[config.mk]
export PLATFORM = sky130hd
export DESIGN_NAME = qspi_tx_serializer
export DESIGN_NICKNAME = d
export VERILOG_FILES = /design/src/rtl/qspi_tx_serializer.sv
export SDC_FILE = /design/constraint.sdc
export NUM_CORES = 1
export LEC_CHECK = 0
export ABC_CLOCK_PERIOD_IN_PS = 5100
export CORE_ASPECT_RATIO = 0.8
export CORE_MARGIN = 8
export CORE_UTILIZATION = 40
export CTS_BUF_LIST = sky130_fd_sc_hd__clkbuf_8 sky130_fd_sc_hd__clkbuf_16
export CTS_CLUSTER_SIZE = 25
export DETAILED_ROUTE_END_ITERATION = 7
export PLACE_DENSITY = 0.73
export RECOVER_POWER = 100
export SLEW_MARGIN = 20
export SYNTH_ARGS = -nofsm -noshare
export SYNTH_HDL_FRONTEND = slang
export SYNTH_SLANG_ARGS = --single-unit
export TNS_END_PERCENT = 10
[constraint.sdc]
create_clock -name clk -period 5.1 [get_ports clk]
set_input_delay 1.02 -clock clk [delete_from_list [all_inputs] [get_ports clk]]
set_output_delay 1.02 -clock clk [all_outputs]
set_load 0.02 [all_outputs]
[src/rtl/qspi_tx_serializer.sv]
// Write-data phase of the QSPI controller: pops TX FIFO words and shifts them
// out MSB-first on 1, 2 or 4 IO lanes under a mode-0 SCLK.
module qspi_tx_serializer #(
   parameter int DATA_WIDTH = 32,
   parameter int LEN_WIDTH  = 16,
   parameter int DIV_WIDTH  = 8
) (
   input  logic                  clk,
   input  logic                  reset,
   input  logic                  start,
   input  logic [1:0]            mode,
   input  logic [LEN_WIDTH-1:0]  word_count,
   input  logic [DIV_WIDTH-1:0]  clk_div,
   output logic                  fifo_rd_en,
   input  logic [DATA_WIDTH-1:0] fifo_data,
   input  logic                  fifo_empty,
   output logic                  sclk,
   output logic [3:0]            io_out,
   output logic [3:0]            io_oe,
   output logic                  busy,
   output logic                  done,
   output logic                  underrun,
   output logic [2:0]            state_dbg
);

   localparam int GRP_W = $clog2(DATA_WIDTH) + 1;

   localparam logic [2:0] S_IDLE  = 3'd0;
   localparam logic [2:0] S_FETCH = 3'd1;
   localparam logic [2:0] S_LOAD  = 3'd2;
   localparam logic [2:0] S_SHIFT = 3'd3;
   localparam logic [2:0] S_DONE  = 3'd4;

   logic [2:0]            state_q, state_d;
   logic [1:0]            mode_q, mode_d;
   logic [DIV_WIDTH-1:0]  div_q, div_d;
   logic [DIV_WIDTH-1:0]  cnt_q, cnt_d;
   logic [LEN_WIDTH-1:0]  rem_q, rem_d;
   logic [GRP_W-1:0]      grp_q, grp_d;
   logic [DATA_WIDTH-1:0] sh_q, sh_d, sh_next;
   logic                  sclk_q, sclk_d;
   logic                  under_q, under_d;
   logic [3:0]            io_oe_q, io_oe_d;

   function automatic logic [3:0] lead_group(input logic [1:0] m, input logic [3:0] top);
      case (m)
         2'd1:    lead_group = {2'b00, top[3:2]};
         2'd2:    lead_group = top;
         default: lead_group = {3'b000, top[3]};
      endcase
   endfunction

   function automatic logic [3:0] lane_mask(input logic [1:0] m);
      case (m)
         2'd1:    lane_mask = 4'b0011;
         2'd2:    lane_mask = 4'b1111;
         default: lane_mask = 4'b0001;
      endcase
   endfunction

   function automatic logic [GRP_W-1:0] last_group(input logic [1:0] m);
      case (m)
         2'd1:    last_group = GRP_W'(DATA_WIDTH / 2 - 1);
         2'd2:    last_group = GRP_W'(DATA_WIDTH / 4 - 1);
         default: last_group = GRP_W'(DATA_WIDTH - 1);
      endcase
   endfunction

   always_comb begin
      case (mode_q)
         2'd1:    sh_next = sh_q << 2;
         2'd2:    sh_next = sh_q << 4;
         default: sh_next = sh_q << 1;
      endcase
   end

   // fifo_rd_en is a one-cycle pop strobe, only ever raised while fifo_empty is low;
   // the popped word is taken from fifo_data exactly one cycle later, in LOAD.
   always_comb begin
      state_d    = state_q;
      mode_d     = mode_q;
      div_d      = div_q;
      cnt_d      = cnt_q;
      rem_d      = rem_q;
      grp_d      = grp_q;
      sh_d       = sh_q;
      sclk_d     = sclk_q;
      under_d    = under_q;
      io_oe_d    = io_oe_q;
      fifo_rd_en = 1'b0;
      case (state_q)
         S_IDLE: begin
            if (start) begin
               under_d = 1'b0;
               mode_d  = mode;
               div_d   = clk_div;
               rem_d   = word_count;
               state_d = (word_count != '0) ? S_FETCH : S_DONE;
            end
         end
         S_FETCH: begin
            if (fifo_empty) begin
               under_d = 1'b1;
            end else begin
               fifo_rd_en = 1'b1;
               state_d    = S_LOAD;
            end
         end
         S_LOAD: begin
            sh_d    = fifo_data;
            io_oe_d = lane_mask(mode_q);
            grp_d   = last_group(mode_q);
            cnt_d   = '0;
            sclk_d  = 1'b0;
            state_d = S_SHIFT;
         end
         S_SHIFT: begin
            if (cnt_q == div_q) begin
               cnt_d = '0;
               if (!sclk_q) begin
                  sclk_d = 1'b1;
               end else begin
                  sclk_d = 1'b0;
                  // Last group of the word: leave the lanes holding it through the fetch gap.
                  if (grp_q == '0) begin
                     if (rem_q == LEN_WIDTH'(1)) begin
                        io_oe_d = 4'b0000;
                        state_d = S_DONE;
                     end else begin
                        rem_d   = rem_q - 1'b1;
                        state_d = S_FETCH;
                     end
                  end else begin
                     grp_d = grp_q - 1'b1;
                     sh_d  = sh_next;
                  end
               end
            end else begin
               cnt_d = cnt_q + 1'b1;
            end
         end
         S_DONE: begin
            state_d = S_IDLE;
         end
         default: begin
            state_d = S_IDLE;
         end
      endcase
   end

   always_ff @(posedge clk) begin
      if (reset) begin
         state_q <= S_IDLE;
         mode_q  <= 2'b00;
         div_q   <= '0;
         cnt_q   <= '0;
         rem_q   <= '0;
         grp_q   <= '0;
         sh_q    <= '0;
         sclk_q  <= 1'b0;
         under_q <= 1'b0;
         io_oe_q <= 4'b0000;
      end else begin
         state_q <= state_d;
         mode_q  <= mode_d;
         div_q   <= div_d;
         cnt_q   <= cnt_d;
         rem_q   <= rem_d;
         grp_q   <= grp_d;
         sh_q    <= sh_d;
         sclk_q  <= sclk_d;
         under_q <= under_d;
         io_oe_q <= io_oe_d;
      end
   end

   // Lanes carry the shift register's leading group, masked off whenever enables are low.
   assign io_out    = io_oe_q & lead_group(mode_q, sh_q[DATA_WIDTH-1 -: 4]);
   assign io_oe     = io_oe_q;
   assign sclk      = sclk_q;
   assign busy      = (state_q == S_FETCH) || (state_q == S_LOAD) || (state_q == S_SHIFT);
   assign done      = (state_q == S_DONE);
   assign underrun  = under_q;
   assign state_dbg = state_q;

endmodule

# After elaboration in Yosys (flattened, before gate mapping)
# Index checks and enable logic that the tools add are counted.
[classes] n_addsub=3 multipliers=0 div_mod_pow=0 order_cmp=0 n_eq_ne=17 n_shift=0 mux=41 n_bitwise=1 n_reduce_logical=15
[op_table] operator="32-bit one-hot mux with 2 select lines" count=2
[op_table] operator="32-bit two-way mux" count=3
[op_table] operator="16-bit two-way mux" count=5
[op_table] operator="16-bit one-hot mux with 2 select lines" count=1
[op_table] operator="4-bit one-hot mux with 2 select lines" count=3
[op_table] operator="3-bit two-way mux" count=7
[op_table] operator="6-bit two-way mux" count=3
[op_table] operator="2-bit inequality test (second input constant)" count=9
[op_table] operator="16-bit by 1-bit == test with 1-bit output (second input constant)" count=1
[op_table] operator="4-bit two-way mux" count=4
[op_table] operator="8-bit one-hot mux with 2 select lines" count=1
[op_table] operator="16-bit nonzero test" count=1
[op_table] operator="16-bit by 1-bit subtractor with 16-bit output (second input constant)" count=1
[op_table] operator="3-bit one-hot mux with 4 select lines" count=1
[op_table] operator="6-bit one-hot mux with 2 select lines" count=1
[op_table] operator="5-bit one-hot mux with 2 select lines" count=1
[op_table] operator="5-bit AND reduction" count=2
[op_table] operator="8-bit by 1-bit adder with 8-bit output (second input constant)" count=1
[op_table] operator="8-bit == test" count=1
[op_table] operator="8-bit two-way mux" count=1
[op_table] operator="3-bit by 2-bit == test with 1-bit output (second input constant)" count=2
[op_table] operator="6-bit zero test" count=1
[op_table] operator="1-bit two-way mux" count=6
[op_table] operator="6-bit AND reduction" count=1
[op_table] operator="13 further kinds" count=18
[totals] reg_bits=81 latchBits=0 mem_bits_rw=0 mem_bits_ro=0 output_inout_bits=16 word_cells=87 memories=0

# Logic depth before layout (Yosys ltp)
[logic_depth] depth_word=6 mapped_depth=9 ltp_nobuf=7

# Worst setup path before layout
# Ideal clock, no wire load.
[synth_path] path_type="input to output" from="in fifo_empty" to="out fifo_rd_en" arrival_ns=1.764 path_slack_ns=2.316 cell_stages=1 path_buffers=0 path_cell_list="nor4_1"
[synth_between] elab_chain_len=2
[synth_lines] element="start: declaration" line="16" rtl="input logic fifo_empty,"
[synth_lines] element="1-bit two-way mux" line="102" rtl="if (fifo_empty) begin"
[synth_lines] element="1-bit two-way mux" line="91" rtl="case (state_q)"
[synth_lines] element="end: declaration" line="14" rtl="output logic fifo_rd_en,"
# No other way between the ends.

==> flow_summary.toml <==
[status]
status = "finished with violations"
failed_checks = "capacitance limit, slew limit"

[layout]
post-route-cell-area_mm2 = 0.00571
finalNetCount = 716
fin_util_pct = 49.9
diodes = 0
drive_above_1_share_pct = 6.44
synthToLayoutAreaGrowth_pct = 23.0

[floorplanning]
top_level_ports = 78
rows = 35
die_w_um = 136
die-height_um = 112
core_area_mm2 = 0.0114
initial_utilization_pct = 40.6
die_area_mm2 = 0.0153

[cts]
cts_hold_repair.buffers = 0
post_cts_buffers = 0
post_cts_resized = 0
cts_made_buffers = 9
clock_sink_count = 80
clkTransAtPathRegs_ns = 0.06
ctsRootBufferMaster = "clkbuf_16"
cts_htree_levels = 3
clock_insertion_delay_worst_skew_ns = 0.34
ctsLongestPathBuffers = 2
tritoncts = "done"

[critical_path]
timing_worst_setup_path_type = "in -> reg"
cp.buffers_inverters = 2
reg2reg_slack_ns = 1.59
timing.critical_path.from_type = "input pin"
crit_slowest_cell = "clkbuf_1"
data_required_time_at_the_worst_endpoint_ns = 5.34
critical-path-top-delay-family = "buffers and inverters"
element_type_at_the_critical_path_end = "register"
timing.critical_path.fanout_max = 78
critPathMaxStageDelay_ns = 2.48
timing.critical_path.arrival_ns = 4.14
path_cells = "buf_2, clkbuf_1, nor3_1, a41o_1"

[yosys]
ys_async_sr_fraction_pct = 0
synth.distinct_cells = 62
synthesis.nets = 674
seq_area_frac_synth_pct = 34.5
synthesis.area_per_instance_um2 = 7.67
synth.ff_latch_count = 80
synth_enable_flop_cells = 0
syn-cell-area_mm2 = 0.00464
number_of_warning_messages_in_the_yosys_log = 0
synthCells = 605
synth_top_flop_cell = "dfxtp_1"

[sta]
achievable_freq_mhz = 256
totalNegativeSetupSlack_ns = 0
setup_viol = 0
final-max-slew-violation-count = 117
timing.final.hold_violations = 0
actual_slew_at_the_worst_max_slew_pin_ns = 3.56
slew-limit-headroom_pct = -137
unrepaired_setup_endpoints_after_global_routing = "no"
post-route-min-period_ns = 3.91
final.setup_skew_ns = 0.0106
timing.final.crit_share_pct = 76.6

[detailed_routing]
drtPass1Iterations = 5
route.final.wire_length_mm = 13.4
number_of_remaining_drc_errors = 0
via_density_per_instance = 5.96
drt_first_iter_violations = 439
avgRoutedWirePerCell_um = 16.7
vias = 4771
detail-route-antenna-nets = 0

[pwr]
peak_supply_drop_mv = 0.170
power-per-cell-area_mw_per_mm2 = 308
power.static_leakage_nw = 1.88

[global_routing]
global_route.usage.total_pct = 17.4
pin_count_of_the_biggest_net_entering_global_routing = 79
global_route_wire_length_before_repair_mm = 22.2
antenna_violations_before_repair = 0
first_global_vias = 4379
gr-total-overflow = 0

[flow_run]
drv.max_cap_violation_count = 2

[placement]
gp_congestion = 0.823
post-dp-hpwl_mm = 9.06
dpl-instance-area_mm2 = 0.00539
buffer_ports.inserted = 77

[worst_hold_path]
hold_path_class = "reg -> reg"
stage by stage:
| stage | hold WS, ns | worst slack [ns] | instances | total power [W] |
|---|---|---|---|---|
| after floorplan | 0.449 | 2.32 | 605 | 0.000943 |
| after global placement | 0.458 | 1.60 | 784 | 0.00105 |
| after detailed placement | 0.463 | 1.57 | 784 | 0.00106 |
| after CTS | 0.471 | 1.55 | 800 | 0.00176 |
| after global routing | 0.499 | 0.890 | 800 | 0.00183 |
| final | 0.466 | 1.19 | 800 | 0.00176 |
logic make-up after synthesis:
group / share of synthesized area, %
AOI/OAI and AO/OA: 31.8
and+or+nand+nor: 23.3
DFF: 34.5
buffers and inverters: 6.39
xor gates and xnor gates: 1.86
adders and majority gates: 1.89
muxes: 0.216
registers in the layout, indices dropped and copies added, names as in the netlist:
| register | count |
|---|---|
| cnt_q | 8 |
| div_q | 8 |
| grp_q | 6 |
| io_oe | 3 |
| mode_q | 2 |
| rem_q | 16 |
| sclk | 1 |
| sh_q | 32 |
| state_dbg | 3 |
| underrun | 1 |
layout make-up:
cell class,count,area (µm²)
fillers,1054,5720
clock buffers,10,239
well taps,148,185
clock inverters,6,82.6
repair buffers,84,811
flip-flops and latches,80,1600
inverters,11,41.3
multi-input cells,461,2750
metal layers:
metal | share of wire (%) | global-route usage, % | vias to the layer above
met5 | 0 | 0 | -
met4 | 1.5 | 5.70 | 0
met3 | 8.0 | 4.29 | 24
met2 | 45 | 25.8 | 234
met1 | 46 | 24.0 | 2184
li1 | - | - | 2329
synthesized netlist by cell type, types with 2 or more instances:
cell / count / area share (%)
or3_1: 10 / 1.3
nor2_1: 34 / 2.8
nand3_2: 2 / 0.43
xnor2_1: 8 / 1.5
a22oi_1: 65 / 11
o21bai_1: 2 / 0.32
a21oi_1: 72 / 7.8
o311ai_1: 5 / 0.94
a311oi_1: 7 / 1.3
a31oi_1: 6 / 0.81
buf_6: 3 / 0.73
and3_1: 5 / 0.67
nor3_1: 15 / 1.6
nor3b_1: 2 / 0.32
nor2_2: 3 / 0.40
nor4b_2: 2 / 0.65
a211o_1: 2 / 0.38
buf_2: 8 / 0.86
nor4_1: 13 / 1.8
a32oi_1: 3 / 0.57
o21ai_0: 38 / 4.1
nand2_1: 98 / 7.9
a41oi_1: 2 / 0.38
a211oi_1: 5 / 0.81
o31ai_1: 11 / 1.8
clkbuf_1: 36 / 2.9
ha_1: 7 / 1.9
and2_1: 3 / 0.40
nand4_1: 4 / 0.54
inv_1: 11 / 0.89
buf_1: 3 / 0.24
nand3_1: 9 / 0.97
nor3_2: 2 / 0.43
dfxtp_1: 80 / 35
clkbuf_8: 2 / 0.59
cells in the final DEF (no fill, tap or decap), drive strengths merged, types with 2 or more instances in the layout:
| master | instances |
|---|---|
| a211o | 2 |
| a211oi | 5 |
| a21oi | 73 |
| a22oi | 65 |
| a311oi | 7 |
| a31oi | 6 |
| a32oi | 3 |
| a41oi | 2 |
| and2 | 3 |
| and3 | 6 |
| buf | 6 |
| bufinv | 2 |
| clkbuf | 12 |
| clkdlybuf4s50 | 59 |
| clkinv | 3 |
| dfxtp | 80 |
| dlygate4sd3 | 17 |
| ha | 7 |
| inv | 11 |
| nand2 | 98 |
| nand3 | 11 |
| nand3b | 2 |
| nand4 | 5 |
| nor2 | 37 |
| nor3 | 17 |
| nor3b | 2 |
| nor4 | 14 |
| nor4b | 3 |
| o21ai | 38 |
| o21bai | 2 |
| o311ai | 6 |
| o31ai | 11 |
| or3 | 11 |
| xnor2 | 9 |
tightest hold or removal path, cell delays in order, from the launching register on:
cell and delay [ns]:
dfxtp_1 0.31, nand2_1 0.05, a21oi_1 0.05
final timing paths:
check	from	end	cells after the start
max	reset	rem_q[10]$_SDFFE_PP0P_	4
min	div_q[1]$_SDFFE_PP0P_	div_q[1]$_SDFFE_PP0P_	2
max reg2reg	state_dbg[1]$_SDFFE_PP0P_	grp_q[2]$_SDFFE_PP0P_	7
min reg2reg	div_q[1]$_SDFFE_PP0P_	div_q[1]$_SDFFE_PP0P_	2
where the power goes:
group          total [W]  leakage (nW)  switching [W]  internal [W]
Combinational   0.000348          1.07       0.000210      0.000138
Clock           0.000703         0.158       0.000263      0.000440
Sequential      0.000706         0.651      0.0000439      0.000662
Power figures use the tool's default switching activity.
